**src/rtl/uart_board_if.sv**
```systemverilog
// uart_board_if: byte stream from the UART receiver into the board assembler,
// and the assembled board with its status strobes going back out.
interface uart_board_if #(
  parameter int BOARD_BITS = 162
);
  logic [7:0]            rx_data;
  logic                  rx_ready;
  logic [BOARD_BITS-1:0] board_out;
  logic                  board_valid;
  logic                  frame_err;
  logic                  busy;

  modport master (
    output rx_data, rx_ready,
    input  board_out, board_valid, frame_err, busy
  );

  modport slave (
    input  rx_data, rx_ready,
    output board_out, board_valid, frame_err, busy
  );
endinterface

```
**src/rtl/uart_board_assembler.sv**
```systemverilog
// uart_board_assembler: collects SYNC + payload bytes from the UART receiver
// into a board vector and commits it once the frame is complete.
// Optional feature macro: CHECKSUM_EN (adds a trailing XOR checksum byte).
//
// state   | meaning
// HUNT    | waiting for SYNC_BYTE, other bytes dropped
// PAYLOAD | storing payload bytes into the shift buffer
// CHECK   | waiting for checksum byte (CHECKSUM_EN builds only)
// COMMIT  | one cycle: copy buffer to board_out, pulse board_valid
module uart_board_assembler #(
  parameter logic [7:0] SYNC_BYTE   = 8'hA5,
  parameter int         BOARD_BITS  = 162,
  parameter int         TIMEOUT_CYC = 2_000_000
) (
  input  logic        clk_in,
  input  logic        rst_in,
  uart_board_if.slave bus
);
  localparam int PAYLOAD_BYTES = (BOARD_BITS + 7) / 8;
  localparam int IDXW          = $clog2(PAYLOAD_BYTES);
  localparam int TW            = $clog2(TIMEOUT_CYC);
  localparam int PW            = IDXW + 3;

  localparam logic [3:0] HUNT    = 4'b0001;
  localparam logic [3:0] PAYLOAD = 4'b0010;
`ifdef CHECKSUM_EN
  localparam logic [3:0] CHECK   = 4'b0100;
`endif
  localparam logic [3:0] COMMIT  = 4'b1000;

  logic [3:0]            state;
  logic                  rdy_last;
  logic [IDXW-1:0]       idx;
  logic [TW-1:0]         tcnt;
  logic [BOARD_BITS-1:0] buffer;
  logic [BOARD_BITS-1:0] buf_next;
  logic [BOARD_BITS-1:0] board_q;
  logic                  valid_q;
  logic                  err_q;
  logic [PW-1:0]         bit_pos;
`ifdef CHECKSUM_EN
  logic [7:0]            csum;
`endif

  logic byte_stb;
  logic last_idx;
  logic timeout_hit;

  assign byte_stb    = bus.rx_ready & ~rdy_last;
  assign last_idx    = (idx == IDXW'(PAYLOAD_BYTES - 1));
  assign timeout_hit = (tcnt == TW'(TIMEOUT_CYC - 1)) & ~byte_stb;

  // Merge the incoming byte into the buffer at slot idx; bits past the board
  // width (upper bits of the last byte) are dropped.
  always_comb begin
    buf_next = buffer;
    bit_pos  = '0;
    for (int b = 0; b < 8; b++) begin
      bit_pos = {idx, 3'b000} + PW'(b);
      if (int'(bit_pos) < BOARD_BITS) buf_next[bit_pos] = bus.rx_data[b];
    end
  end

  // Frame FSM, inter-byte timeout and output registers.
  always_ff @(posedge clk_in or posedge rst_in) begin
    if (rst_in) begin
      state    <= HUNT;
      rdy_last <= 1'b1;
      idx      <= '0;
      tcnt     <= '0;
      buffer   <= '0;
      board_q  <= '0;
      valid_q  <= 1'b0;
      err_q    <= 1'b0;
`ifdef CHECKSUM_EN
      csum     <= '0;
`endif
    end else begin
      rdy_last <= bus.rx_ready;
      valid_q  <= 1'b0;
      err_q    <= 1'b0;

      if (byte_stb)
        tcnt <= '0;
`ifdef CHECKSUM_EN
      else if (state == PAYLOAD || state == CHECK)
`else
      else if (state == PAYLOAD)
`endif
        tcnt <= tcnt + 1'b1;
      else
        tcnt <= '0;

      case (state)
        HUNT: begin
          if (byte_stb && bus.rx_data == SYNC_BYTE) begin
            state  <= PAYLOAD;
            idx    <= '0;
            buffer <= '0;
`ifdef CHECKSUM_EN
            csum   <= '0;
`endif
          end
        end
        PAYLOAD: begin
          if (byte_stb) begin
            buffer <= buf_next;
            idx    <= idx + 1'b1;
`ifdef CHECKSUM_EN
            csum   <= csum ^ bus.rx_data;
            if (last_idx) state <= CHECK;
`else
            if (last_idx) state <= COMMIT;
`endif
          end else if (timeout_hit) begin
            err_q <= 1'b1;
            state <= HUNT;
          end
        end
`ifdef CHECKSUM_EN
        CHECK: begin
          if (byte_stb) begin
            if (bus.rx_data == csum) begin
              state <= COMMIT;
            end else begin
              err_q <= 1'b1;
              state <= HUNT;
            end
          end else if (timeout_hit) begin
            err_q <= 1'b1;
            state <= HUNT;
          end
        end
`endif
        COMMIT: begin
          board_q <= buffer;
          valid_q <= 1'b1;
          state   <= HUNT;
        end
        default: state <= HUNT;
      endcase
    end
  end

  assign bus.board_out   = board_q;
  assign bus.board_valid = valid_q;
  assign bus.frame_err   = err_q;
  assign bus.busy        = (state != HUNT);
endmodule
```
**src/flat_wrapper.sv**
```systemverilog
// flat-port wrapper written by rule: the top's interface ports become plain ports
module uart_board_assembler_flat 
#(
  parameter logic [7:0] SYNC_BYTE   = 8'hA5,
  parameter int         BOARD_BITS  = 162,
  parameter int         TIMEOUT_CYC = 2_000_000
)
  (clk_in, rst_in, bus_rx_data, bus_rx_ready, bus_board_out, bus_board_valid, bus_frame_err, bus_busy);
  uart_board_if #(.BOARD_BITS(BOARD_BITS)) bus_i ();
  input  logic clk_in;
  input  logic rst_in;
  input wire logic [$bits(bus_i.rx_data)-1:0] bus_rx_data;
  input wire logic [$bits(bus_i.rx_ready)-1:0] bus_rx_ready;
  output wire logic [$bits(bus_i.board_out)-1:0] bus_board_out;
  output wire logic [$bits(bus_i.board_valid)-1:0] bus_board_valid;
  output wire logic [$bits(bus_i.frame_err)-1:0] bus_frame_err;
  output wire logic [$bits(bus_i.busy)-1:0] bus_busy;
  assign bus_i.rx_data = bus_rx_data;
  assign bus_i.rx_ready = bus_rx_ready;
  assign bus_board_out = bus_i.board_out;
  assign bus_board_valid = bus_i.board_valid;
  assign bus_frame_err = bus_i.frame_err;
  assign bus_busy = bus_i.busy;
  uart_board_assembler #(.SYNC_BYTE(SYNC_BYTE), .BOARD_BITS(BOARD_BITS), .TIMEOUT_CYC(TIMEOUT_CYC)) u_core (.clk_in(clk_in), .rst_in(rst_in), .bus(bus_i));
endmodule
```
**config.mk**
```make
export PLATFORM = sky130hd
export DESIGN_NAME = uart_board_assembler_flat
export DESIGN_NICKNAME = d
export VERILOG_FILES = /design/src/rtl/uart_board_if.sv /design/src/rtl/uart_board_assembler.sv /design/src/flat_wrapper.sv
export SDC_FILE = /design/constraint.sdc
export NUM_CORES = 1
export LEC_CHECK = 0
export CORE_UTILIZATION = 30
export DETAILED_ROUTE_END_ITERATION = 12
export PLACE_DENSITY = 0.59
export SYNTH_ARGS = -nofsm -noshare
export SYNTH_HDL_FRONTEND = slang
export SYNTH_SLANG_ARGS = --single-unit
```
**constraint.sdc**
```tcl
create_clock -name clk_in -period 16.05 [get_ports clk_in]
set_clock_uncertainty 0.05 [all_clocks]
set_input_delay 4.815 -clock clk_in [delete_from_list [all_inputs] [get_ports clk_in]]
set_output_delay 4.815 -clock clk_in [all_outputs]
set_load 0.02 [all_outputs]
```
==> results of run 1 <==
==> worst max-delay path: cells and delay by family <==
family / cells / cell delay [ns]
buffers and inverters: 5 / 3.28
==> per-layer routing <==
metal | part of all wire (%) | wire length, um
met5 | 0 | 0
met4 | 2.1 | 739
met3 | 3.8 | 1362
met2 | 46 | 16410
met1 | 48 | 17200
==> flip-flops by register name (all words and copies together) (netlist names) <==
signal and cells:
u_core.bus.board_out 162, u_core.rdy_last 1, u_core.bus.frame_err 1, u_core.bus.board_valid 1
u_core.buffer 162, u_core.state 3, u_core.idx 5, u_core.tcnt 21
==> placed cells by master (no fill, tap or decap), drive strengths merged, types with 2 or more instances in the layout <==
cell	count
a21oi	8
and3	4
and4	2
buf	14
bufinv	5
clkbuf	51
clkdlybuf4s50	175
clkinv	8
clkinvlp	2
dfrtp	354
dfstp	2
ha	5
inv	7
mux2	163
nand2	37
nand3	12
nand4	3
nand4b	5
nand4bb	13
nor2	17
nor3	8
nor3b	2
nor4	3
o21ai	29
o2bb2ai	163
or3	8
or3b	2
or4	3
or4b	6
or4bb	2
xnor2	9
xor2	5
==> final cells by class <==
cell class / count / area [um^2]
Clock buffer: 51 / 1124
Clock inverter: 17 / 226.5
Fill cell: 4329 / 27840
Inverter: 5 / 26.28
Multi-Input combinational cell: 516 / 4541
Sequential cell: 356 / 8911
Tap cell: 600 / 750.7
Timing Repair Buffer: 189 / 1869
==> report_power, final <==
group / switching (uW) / internal (uW)
combinational: 28.2 / 15.3
clock: 369 / 574
sequential: 7.89 / 906
==> through the flow <==
step / cell area (um^2) / cells / utilization [%] / total power [uW] / hold WS (ns)
finish: 17450 / 1734 / 38.53 / 1901 / 0.4286
global route: 17450 / 1734 / 38.53 / 1972 / 0.4461
CTS: 17450 / 1734 / 38.53 / 1935 / 0.4335
detailed placement: 16100 / 1666 / 35.55 / 975.6 / 0.4181
global placement: 16100 / 1666 / 35.55 / 974.8 / 0.4148
floorplan: 13730 / 946 / - / 955.6 / 0.4007
==> worst paths after layout <==
check | slack, ns | end | startpoint | depth (start not counted)
worst max-delay path | 8.38 | u_core.buffer[133] | rst_in | 5
worst min-delay path | 0.43 | u_core.buffer[54] | u_core.buffer[54] | 1
worst max register to register | 12.95 | u_core.buffer[121] | u_core.state[3] | 5
worst min register to register | 0.43 | u_core.buffer[54] | u_core.buffer[54] | 1
max in group clk_in | 8.86 | u_core.buffer[121] | bus_rx_ready | 6
min in group asynchronous | 4.72 | u_core.bus.board_out[75] | rst_in | 2
==> cells by family after synthesis <==
family / Yosys count
buffers and inverters: 74
adder cells (fa/ha/maj): 5
AO/OA/AOI/OAI: 204
flip-flops: 356
AND/OR/NAND/NOR: 130
XOR/XNOR: 14
multiplexers: 163
==> parameters.txt, run 1 <==
Parameter                              Value

Run status
  Status ... complete, no violations

Clock network
  TritonCTS clock tree ... yes
  Clock buffers created by TritonCTS ... 40
  Sinks on the clock net ... 356
  H-tree levels ... 2
  Post-CTS clock slew at the launch and capture registers of the worst setup and hold paths ... 0.06 ns
  Number of hold-repair buffers added at the cts stage ... 0
  Number of gates given a new drive strength after cts ... 0
  Post-CTS setup buffer count ... 0
  CTS root buf ... sky130_fd_sc_hd__clkbuf_16
  Maximum number of buffers from clock root to sink ... 3
  Clk_lat worst skew ... 0.54 ns

Yosys
  Synth Area in Adders ... 0.4555%
  Synthesized netlist cell count ... 946
  Avg Cell Area, Syn ... 14.52 um^2
  Fraction of post-synthesis cell area in the top cell type by area ... 64.50%
  Share of the yosys chip area belonging to registers ... 64.88%
  Number of warning messages in the yosys log ... 0
  Main combinational cell family by area after synthesis ... multiplexers
  Share of the synthesized netlist area taken by xor and xnor gates ... 0.8928%
  Compound-gate portion of the synthesized area ... 12.34%
  Synth area leaders ... sky130_fd_sc_hd__dfrtp_1 64%, sky130_fd_sc_hd__mux2_2 13%, sky130_fd_sc_hd__o2bb2ai_1 10%
  Predominant post-synthesis flop cell ... sky130_fd_sc_hd__dfrtp_1
  Synthesized flop and latch total ... 356
  Post-synthesis share of cell area spent on and, or, nand and nor gates ... 5.858%
  Leading post-synthesis cells by instance count ... 354 x sky130_fd_sc_hd__dfrtp_1, 163 x sky130_fd_sc_hd__mux2_2, 163 x sky130_fd_sc_hd__o2bb2ai_1
  Cell accounting for the most synthesized area ... sky130_fd_sc_hd__dfrtp_1
  Number of enable flip-flop cells after synthesis ... 0
  Dominant cell by count in the synthesized netlist ... sky130_fd_sc_hd__dfrtp_1
  Async set or reset register ratio after synthesis ... 100.0%
  Area of the mapped netlist ... 13730 um^2
  Synthesized net count ... 962
  Number of distinct standard cells referenced by the synthesized netlist ... 46
  Mux cell area share after synthesis ... 13.36%

Placed design
  Worst setup slack after placement ... 7.585 ns
  Count of input and output buffers ... 175
  DP HPWL ... 21020 um
  Gp weighted congestion ... 0.7595

Floorplan
  Top-level port count ... 176
  Count of standard-cell rows ... 78
  Die outline area ... 46640 um^2
  Overall die height ... 216.0 um
  Initial core utilization ... 30.33%
  Die width ... 216.0 um
  Core box area ... 45280 um^2

Run
  MaxCap Viol Count ... 0

Min path
  Hold/Removal Path Class ... flip-flop to flip-flop

Power
  Static Leakage ... 0.007512 uW
  Power density relative to cell area ... 109.0 nW/um^2
  Worst IR Drop VDD ... 0.05590 mV

Detailed routing
  Overall routed net length ... 35710 um
  Detailed router's first-iteration violation count ... 463
  Post-DR wirelength/cell ... 20.60 um
  Final ANT Viol Nets ... 0
  Detailed-route vias per instance ... 4.902
  DRC violations left ... 0
  Routed vias ... 8500
  Number of detailed-routing iterations run before antenna repair ... 4

Cells and area
  Share of cells above drive strength 1 ... 23.99%
  Diode count ... 0
  Number of nets in the layout ... 1124
  Area growth from synthesis to final layout ... 27.04%

STA
  Unrepaired setup endpoints after global routing ... false
  Fmax ... 0.1304 GHz
  Portion of the clock cycle consumed by the worst path in the final layout ... 47.79%
  Max-slew violation count ... 0
  Final setup violation count ... 0
  Actual transition at the worst max-transition pin ... 0.9968 ns
  Final Critical Period ... 7.671 ns
  Final WS setup ... 8.379 ns
  Post-route setup TNS ... 0 ns
  Worst-case headroom to the max-slew limit ... 33.55%
  Number of endpoints with negative hold slack in the final report ... 0

Setup path
  Longest individual stage delay on the worst path ... 0.84 ns
  Cell type with the highest occurrence count on the critical path ... sky130_fd_sc_hd__buf_4
  Startpoint-to-endpoint class of the critical path ... primary input to asynchronous set/reset pin
  Largest fanout on the critical path ... 100
  Sort of element at the start of the critical path ... primary input
  Cells traversed along the worst timing path ... clkdlybuf4s50_1, inv_8, buf_4, buf_4, buf_4
  Crit path capture type ... asynchronous set/reset pin
  Required time at the endpoint of the critical path ... 16.62 ns
  Critical-path top delay cell ... sky130_fd_sc_hd__buf_4
  Data arrival time of the critical path ... 8.24 ns

Global routing
  Met2 Resource Use GR ... 24.68%
  Global-route layer with the greatest usage ... met2
  Total grt overflow ... 0
  Tot GR Track Use ... 15.65%
  Number of antenna violations at the first check in global routing ... 0
  Via count of the first global-routing pass ... 9048
  Pin count of the biggest net entering global routing ... 164
  Routing usage on met3 ... 2.791%
  Met1 GRT Util ... 21.94%
  First-pass GRT wire length ... 56030 um
Note: power is estimated with default switching activity, not from simulation.
==> run 2: changes to the inputs <==
- PLACE_DENSITY: 0.59 -> 0.6
- clock period: 16.05 -> 7 ns (I/O delays scaled with it)
==> run 2 against run 1 <==
Clock-buffer cell count up 5. First-iteration DRC count rose by 28%. Largest cell class unchanged. Flip-flop and latch count unchanged.
==> parameters.txt, run 2 (synthesis gave the netlist of run 1 again) <==
Parameter                              Value

STA
  Worst hold slack after final layout ... 0.4343 ns
  Unrepaired setup endpoints after global routing ... false
  Worst-case headroom to the max-slew limit ... 30.75%
  Post-route setup TNS ... 0 ns
  Portion of the clock cycle consumed by the worst path in the final layout ... 61.81%
  Max-slew violation count ... 0
  Actual transition at the worst max-transition pin ... 1.039 ns
  Fmax ... 0.2311 GHz
  Final setup violation count ... 0
  Number of endpoints with negative hold slack in the final report ... 0
  Final Critical Period ... 4.327 ns

Power
  Static Leakage ... 0.007512 uW
  Worst IR Drop VDD ... 0.1329 mV
  Power density relative to cell area ... 245.2 nW/um^2
  Power, Total ... 4273 uW

Cells and area
  Number of nets in the layout ... 1126
  Diode count ... 0
  Commonest cells after routing, fill and taps aside ... 354 x sky130_fd_sc_hd__dfrtp_1, 175 x sky130_fd_sc_hd__clkdlybuf4s50_1, 163 x sky130_fd_sc_hd__o2bb2ai_1, 163 x sky130_fd_sc_hd__mux2_2, 41 x sky130_fd_sc_hd__clkbuf_16
  Most common library cell in the layout ignoring fill and taps ... sky130_fd_sc_hd__dfrtp_1
  Area growth from synthesis to final layout ... 26.87%
  Combined area of the multi-input logic cells ... 4546 um^2
  Share of cells above drive strength 1 ... 24.25%
  Count of non-filler cells in the finished layout ... 1738
  Post-layout utilization of the core ... 38.48%
  Fill cells ... 4348
  Sequential cell area ... 8911 um^2

Placed design
  Placed cell count ... 1668
  Count of input and output buffers ... 175
  Gp weighted congestion ... 0.7537
  DP HPWL ... 21130 um

Global routing
  Total grt overflow ... 0
  Pin count of the biggest net entering global routing ... 181
  Met2 Resource Use GR ... 23.71%
  Global-route layer with the greatest usage ... met2
  First-pass GRT wire length ... 55300 um
  Number of antenna violations at the first check in global routing ... 1
  Met1 GRT Util ... 21.95%
  Tot GR Track Use ... 15.44%
  Routing usage on met3 ... 2.777%
  Via count of the first global-routing pass ... 8920

Clock network
  Number of hold-repair buffers added at the cts stage ... 0
  Post-CTS clock slew at the launch and capture registers of the worst setup and hold paths ... 0.06 ns
  CTS root buf ... sky130_fd_sc_hd__clkbuf_16
  Maximum number of buffers from clock root to sink ... 3
  Clock buffers created by TritonCTS ... 40
  Sinks on the clock net ... 356
  Post-CTS setup buffer count ... 0
  TritonCTS clock tree ... yes
  H-tree levels ... 2
  Clk_lat worst skew ... 0.54 ns
  Number of gates given a new drive strength after cts ... 0

Floorplan
  Count of standard-cell rows ... 78
  Initial core utilization ... 30.33%
  Overall die height ... 216.0 um
  Top-level port count ... 176
  Die outline area ... 46640 um^2
  Core box area ... 45280 um^2
  Die width ... 216.0 um

Setup path
  Startpoint-to-endpoint class of the critical path ... flip-flop to primary output
  Required time at the endpoint of the critical path ... 4.85 ns
  Longest individual stage delay on the worst path ... 0.62 ns
  Critical-path top delay cell ... sky130_fd_sc_hd__clkdlybuf4s50_1
  Family of cells with the greatest summed delay on the critical path ... buffers and inverters
  Cells traversed along the worst timing path ... or3b_1, clkdlybuf4s50_1
  Largest fanout on the critical path ... 4
  Buffers & Inverters on Critical Path ... 1
  Crit path capture type ... primary output
  Sort of element at the start of the critical path ... flip-flop
  Data arrival time of the critical path ... 2.18 ns

Detailed routing
  Number of detailed-routing iterations run before antenna repair ... 7
  Overall routed net length ... 35250 um
  Routed vias ... 8616
  DRC violations left ... 0
  Post-DR wirelength/cell ... 20.28 um
  Detailed-route vias per instance ... 4.957
  Final ANT Viol Nets ... 0
  Detailed router's first-iteration violation count ... 591

Min path
  Hold/Removal Path Class ... flip-flop to flip-flop

Run status
  Status ... complete, no violations

Run
  MaxCap Viol Count ... 0
## run 2: cell count changes in the layout (fill, tap and decap cells not counted), moves of 2 or more
cell	previous run	this run
sky130_fd_sc_hd__clkbuf_1	4	6
sky130_fd_sc_hd__nand2_1	36	34
sky130_fd_sc_hd__clkbuf_8	6	9
sky130_fd_sc_hd__bufinv_16	5	2
sky130_fd_sc_hd__clkinv_2	7	10
sky130_fd_sc_hd__nand2_2	1	3
## run 2: path summary, 6_finish.rpt
kind	startpoint	to	slack [ns]	depth (start not counted)
max reg2reg	u_core.state[3]	u_core.buffer[67]	4.40	4
max	u_core.state[0]	bus_busy	2.67	2
min	u_core.buffer[138]	u_core.buffer[138]	0.43	1
min reg2reg	u_core.buffer[138]	u_core.buffer[138]	0.43	1
min in group asynchronous	rst_in	u_core.bus.board_out[75]	1.81	2
max in group asynchronous	rst_in	u_core.bus.board_out[145]	3.89	3
## run 2: layer usage
layer | up-vias | share of wire (%)
li1 | 3849 | -
met4 | 0 | 2.2
met2 | 232 | 46
met3 | 51 | 4.7
met1 | 4484 | 47
met5 | - | 0
## run 2: worst reg2reg max path: stages (launching register included)
cell	delay, ns
sky130_fd_sc_hd__dfrtp_1	0.43
sky130_fd_sc_hd__or3b_1	0.47
sky130_fd_sc_hd__nor2_4	0.81
sky130_fd_sc_hd__o21ai_1	0.46
sky130_fd_sc_hd__o2bb2ai_1	0.24
## run 2: power by group
group          switching (uW)  internal [uW]
sequential               15.0           2080
combinational            67.2           36.6
clock                     836           1240
total                     918           3360
## run 2: area by class of cell
class	instances	share of cell area, %
multi-input cells	516	26.09
repair buffers	191	10.89
clock inverters	14	0.7252
well taps	600	4.308
flip-flops and latches	356	51.14
inverters	5	0.1292
clock buffers	56	6.728
## run 2: stage by stage
step	cell area (um^2)	worst slack, ns
after floorplan	13740	0.08130
after global placement	16130	2.528
after detailed placement	16130	2.460
after CTS	17430	2.604
after global routing	17430	2.572
final	17430	2.673
